File: src/rtl/pipe_stage_reg.sv
// Reusable pipeline boundary latch: DEPTH valid-tagged payload stages with
// hit-gated advance, whole-pipe flush, sticky halt capture and a stall counter.
module pipe_stage_reg #(
    parameter int unsigned      WIDTH     = 64,
    parameter int unsigned      DEPTH     = 1,
    parameter logic [WIDTH-1:0] RESET_VAL = '0,
    parameter int unsigned      HALT_BIT  = 0,
    parameter int unsigned      CNT_W     = 16
) (
    input  logic             CLK,
    input  logic             RST,
    input  logic             en,
    input  logic             flush,
    input  logic [WIDTH-1:0] din,
    input  logic             din_valid,
    output logic [WIDTH-1:0] dout,
    output logic             dout_valid,
    output logic             halted,
    output logic [CNT_W-1:0] stall_cnt
);

    localparam logic [WIDTH-1:0] HALT_VAL = RESET_VAL | (WIDTH'(1) << HALT_BIT);
    localparam logic [CNT_W-1:0] CNT_MAX  = '1;

    if (RESET_VAL[HALT_BIT]) begin : g_bad_reset_val
        $error("pipe_stage_reg: RESET_VAL must not have HALT_BIT set");
    end

    typedef enum logic [2:0] {
        ACT_FROZEN,
        ACT_HALT,
        ACT_FLUSH,
        ACT_SHIFT,
        ACT_HOLD
    } act_t;

    logic [WIDTH-1:0] stage [DEPTH];
    logic [DEPTH-1:0] vld;
    logic             halt_seen;
    act_t             act;

    assign halt_seen  = vld[DEPTH-1] & stage[DEPTH-1][HALT_BIT];
    assign dout       = stage[DEPTH-1];
    assign dout_valid = vld[DEPTH-1];

    // One action per edge, resolved in strict priority order.
    always_comb begin
        act = ACT_HOLD;
        if (halted)
            act = ACT_FROZEN;
        else if (halt_seen)
            act = ACT_HALT;
        else if (en && flush)
            act = ACT_FLUSH;
        else if (en)
            act = ACT_SHIFT;
    end

    always_ff @(posedge CLK or posedge RST) begin
        if (RST) begin
            for (int unsigned i = 0; i < DEPTH; i++)
                stage[i] <= RESET_VAL;
            vld       <= '0;
            halted    <= 1'b0;
            stall_cnt <= '0;
        end else begin
            unique case (act)
                ACT_FROZEN: begin
                end
                ACT_HALT: begin
                    for (int unsigned i = 0; i < DEPTH; i++)
                        stage[i] <= HALT_VAL;
                    vld    <= '0;
                    halted <= 1'b1;
                end
                ACT_FLUSH: begin
                    for (int unsigned i = 0; i < DEPTH; i++)
                        stage[i] <= RESET_VAL;
                    vld <= '0;
                end
                ACT_SHIFT: begin
                    stage[0] <= din_valid ? din : RESET_VAL;
                    vld[0]   <= din_valid;
                    for (int unsigned i = 1; i < DEPTH; i++) begin
                        stage[i] <= stage[i-1];
                        vld[i]   <= vld[i-1];
                    end
                end
                ACT_HOLD: begin
                    if (stall_cnt != CNT_MAX)
                        stall_cnt <= stall_cnt + 1'b1;
                end
                default: begin
                end
            endcase
        end
    end

endmodule

File: config.mk
export PLATFORM = sky130hd
export DESIGN_NAME = pipe_stage_reg
export DESIGN_NICKNAME = d
export VERILOG_FILES = /design/src/rtl/pipe_stage_reg.sv
export SDC_FILE = /design/constraint.sdc
export NUM_CORES = 1
export LEC_CHECK = 0
export ABC_AREA = 1
export CAP_MARGIN = 20
export CORE_MARGIN = 5
export CORE_UTILIZATION = 46
export DETAILED_ROUTE_END_ITERATION = 7
export GPL_TIMING_DRIVEN = 0
export PLACE_DENSITY = 0.82
export SLEW_MARGIN = 5
export SYNTH_ARGS = -nofsm -noshare
export SYNTH_HDL_FRONTEND = slang
export SYNTH_SLANG_ARGS = --single-unit
File: constraint.sdc
create_clock -name CLK -period 4.4 [get_ports CLK]
set_input_delay 0.44 -clock CLK [delete_from_list [all_inputs] [get_ports CLK]]
set_output_delay 0.44 -clock CLK [all_outputs]
set_load 0.005 [all_outputs]
# Word level (Yosys, flattened, before mapping)
# Index checks and enable logic that the tools add are counted.
[totals]
register_bits = 82
latch_bits = 0
ramBits = 0
rom_bits = 0
inputBits = 69
out_inout_bits = 82
elab_cells = 23
mem_count = 0
[classes]
n_addsub = 1
mul = 0
div_mod_pow = 0
magnitude_cmp = 0
eq_ne = 5
n_shift = 0
muxes = 7
bitwise_logic = 1
n_reduce_logical = 5
[op_table]
columns = ["operator", "n"]
rows = [
  ["case mux 64 bit (3 select lines)", 1],
  ["2-to-1 mux 64 bit", 1],
  ["adder 16 x 1 -> 16 bit, second input constant", 1],
  ["inequality test 16 bit, second input constant", 1],
  ["2-to-1 mux 3 bit", 4],
  ["== test 3 x 2 -> 1 bit, second input constant", 2],
  ["== test 3 x 1 -> 1 bit, second input constant", 1],
  ["== test 3 bit, second input constant", 1],
  ["nonzero test 3 bit", 1],
  ["case mux 1 bit (2 select lines)", 1],
  ["AND reduction 2 bit", 1],
  ["nonzero test 2 bit", 1],
  ["OR reduction 2 bit", 1],
  ["AND 1 bit", 1],
  ["logical AND 1 bit", 1],
]

# Logic depth before layout (Yosys ltp)
[depth]
ltp_word = 7
ltp_mapped = 9
mapped_depth_nobuf = 8

# Least setup slack after synthesis
# OpenSTA, ideal clock, no wires.
[synth_path]
path_kind = "register to register"
startpoint = "reg stall_cnt[0]"
endpoint = "reg stall_cnt[0]"
setup_ns = 0.116
arrival_time_ns = 1.442
required_ns = 4.284
path_slack_ns = 2.841
stages_incl_launch_ff = 10
n_path_buf = 1
synth_period_minus_slack_ns = 1.559
cell_sequence = "dfrtp_1 > ha_1 > nand3_2 > clkinv_2 > nand2_4 > o21ai_4 > inv_4 > buf_6 > nand2_1 > nand2_1"
[synth_between]
elab_chain_cells = 2
elab_cells_between_ends = 3
cone_classes = "1 x add/sub; 1 x eq/ne; 1 x reduce/logical"
[synth_rtl]
columns = ["element", "line", "text"]
rows = [
  ["from (decl)", "19", "output logic [CNT_W-1:0] stall_cnt"],
  ["from (signal assigned)", "91", "stall_cnt <= stall_cnt + 1'b1;"],
  ["parallel branches: the longest is 2 deep, another holds adder 16 x 1 -> 16 bit", "-", ""],
]
# Several ways; the timed one is not identified.
# A chain may end at the register's enable or synchronous reset.

# Worst setup path after layout
[layout_path]
startpoint = "reg stall_cnt[0]"
endpoint = "reg stall_cnt[9]"
# The elaborated chain is that of the path after synthesis.

==> results.md <==
## Logic synthesis
* **Compound-Gate Fraction of Synth Area** 12.1%
* **largest family of logic cells by synthesized area** buffers and inverters
* **Cell variety after synth** 23
* **largest area contributor in the synthesized netlist** dfrtp_1
* **post-synthesis share of cell area spent on xor and xnor gates** 1.67%
* **share of the yosys chip area belonging to registers** 56.0%
* **mux contribution to synthesized area** 0%
* **adder-cell area share of the yosys netlist** 0.341%
* **instance count of the mapped netlist** 431
* **cell types occupying the most area after synthesis** dfrtp_1, inv_1, o22ai_1, nand2_1, nor2_1
* **count of state elements after synthesis** 82
* **net count of the mapped netlist** 501
* **total number of yosys warnings** 0
* **Netlist Area Pre-Place** 3670 um^2
* **basic-gate share of the synthesized area counting and, or, nand and nor cells** 13.1%
* **area share of the leading cell type in the synthesized netlist** 56.0%
* **Avg Inst Size Synth** 8.51 um^2

## Timing
* **Worst Tran Pin Value** 0.644 ns
* **minimum clock period** 1.85 ns
* **final-layout setup total negative slack** 0 ns
* **worst hold slack after final layout** 0.479 ns
* **Max Transition Viols Final** 0
* **Post-Route Skew** 0.0109 ns
* **number of setup violations in the final report** 0
* **period utilisation layout** 42.0%
* **maximum clock rate** 0.541 GHz
* **final hold violation count** 0
* **worst relative slew slack** 56.8%
* **RSZ-0062 raised after global routing** false

## Global routing
* **pin count of the biggest net entering global routing** 49
* **Remaining Overflow, GRT** 0
* **via count of the first global-routing pass** 3,436
* **Total Routing Usage GR** 21.3%
* **global-route wire length before repair** 16,800 um
* **antenna violations before repair** 0

## Setup path
* **longest individual stage delay on the worst path** 0.47 ns
* **startpoint kind of the worst setup timing path** flop
* **CP max-delay cell** dfrtp_1
* **list of cells traversed by the critical path** ha_1 > nand3_2 > clkinv_2 > nand2_4 > o21ai_4 > inv_4 > buf_6 > nand2_1 > nand2_1
* **Worst path top cell family by delay** flip-flops
* **type of element capturing the critical path** flop
* **Crit path top cell by count** nand2_1
* **largest fanout on the critical path** 10
* **WP data arrival** 2.07 ns
* **required arrival time at the worst endpoint** 4.62 ns
* **sum of buffers and inverters on the critical path** 3
* **type of the worst setup path** flop to flop

## CTS
* **Worst-path clk slew** 0.09 ns
* **number of H-tree levels** 3
* **total clock buffers created by CTS** 9
* **hold buffer count at CTS** 0
* **clock insertion delay at the later pin of the skew report** 0.33 ns
* **CTS tree** built
* **CTS-repair resized insts** 0
* **clock sink total** 82
* **Clock Tree Root** clkbuf_8
* **maximum root-to-sink buffer count** 2
* **count of buffers added by post-CTS timing repair for setup** 0

## Power and ir drop
* **power density normalized to cell area** 504 nW/um^2
* **power after layout** 0.00281 W
* **Pleak** 2.67 nW
* **maximum vdd ir drop** 0.281 mV

## Hold path
* **worst hold-check path type** input pin to async pin

## Final layout
* **final design instance area without fill** 5570 um^2
* **Total Nets Final** 663
* **commonest non-fill, non-tap cell in the layout** clkdlybuf4s50_1
* **number of fill cells** 558
* **commonest cells after routing, fill and taps aside** clkdlybuf4s50_1, inv_1, dfrtp_1, nand2_1, o22ai_1
* **proportion of layout cells with a drive suffix above 1** 6.02%
* **# diodes** 0
* **layout overhead on the synthesized area** 51.8%

## Routing
* **drt wl/cell** 14.5 um
* **total via count after detailed routing** 3,348
* **detailed router's first-iteration violation count** 97
* **post-detailed-routing wire length** 10,100 um
* **DR vias/cell** 4.78
* **Routed Antenna Nets** 0
* **DRC violation count after routing** 0
* **number of iterations in the first detailed-routing pass** 5

## Placement
* **area of placed instances** 5330 um^2
* **weighted congestion reported at the end of routability-driven placement** 0.859
* **post-detailed-placement half-perimeter wirelength** 7850 um
* **number of buffers inserted by port buffering** 150

## Floorplan
* **die outline height** 99.3 um
* **total core area** 7730 um^2
* **starting density of the core** 47.5%
* **chip width** 99.3 um
* **Die Outline Area** 9860 um^2
* **count of standard-cell rows** 32
* **io pins** 151

## Job
* **max-capacitance violation count** 0

## Outcome
* **outcome** complete, no violations

[cell usage after synthesis]
cell	instances
dfrtp_1	82
nand2_4	1
buf_2	7
nand2_2	2
o21ai_0	5
o21ai_1	1
nor2_2	1
inv_4	1
clkbuf_1	6
o22ai_1	63
nand2_1	74
a21oi_1	1
nand3_2	1
nor2_1	18
nor2_4	1
nand4_1	6
clkinv_2	1
xnor2_1	7
buf_6	2
nand3_1	9
o21ai_4	1
ha_1	1
inv_1	140
[registers in the layout, summed over array words and instances, names as in the netlist]
signal / count
stall_cnt: 16
dout_valid: 1
halted: 1
dout: 64
[final timing paths]
path	from	end	slack [ns]	cells after the start
worst max-delay path	stall_cnt[0]	stall_cnt[9]	2.55	9
max in group asynchronous	RST	dout[46]	3.34	3
worst max register to register	stall_cnt[0]	stall_cnt[9]	2.55	9
min in group CLK	dout[0]	dout[0]	0.51	2
worst min-delay path	RST	stall_cnt[3]	0.48	2
worst min register to register	dout[0]	dout[0]	0.51	2
[layer usage]
metal / GRT usage [%] / routed length (um) / vias up
li1: - / - / 1639
met1: 27.4 / 4250 / 1571
met2: 36.3 / 5030 / 126
met3: 4.07 / 699 / 12
met4: 6.93 / 161 / 0
met5: 0 / 0 / -
[final cells by class]
cell class	instances	area (um^2)	share of cell area [%]
Buffer	15	80.1	1.44
Clock buffer	9	124	2.23
Clock inverter	7	116	2.09
Inverter	142	539	9.69
Multi-Input combinational cell	192	998	17.9
Sequential cell	82	2050	36.9
Tap cell	102	128	2.29
Timing Repair Buffer	151	1530	27.5
[stage by stage]
step	std cells	worst slack (ns)	utilization, %
2_1_floorplan	431	1.85	-
3_3_place_gp	683	0.559	68.5
3_5_place_dp	684	2.38	68.9
4_1_cts	700	2.56	72.0
5_1_grt	700	2.42	72.0
6_report	700	2.55	72.0
[cell families (layout without fill, tap and decap cells)]
family,count (synthesis),in the layout
flip-flops,82,82
AO/OA/AOI/OAI,71,71
AND/OR/NAND/NOR,113,113
buffers and inverters,157,324
XOR/XNOR,7,7
adder cells (fa/ha/maj),1,1
[where the power goes]
| group | leakage [nW] | switching (W) | internal [W] | total (W) |
|---|---|---|---|---|
| clock | 0.120 | 0.000269 | 0.000377 | 0.000646 |
| sequential | 1.11 | 0.000153 | 0.000983 | 0.00114 |
| combinational | 1.45 | 0.000415 | 0.000610 | 0.00102 |
| total | 2.67 | 0.000837 | 0.00197 | 0.00281 |
No activity file was read; power rests on OpenSTA's default activity.
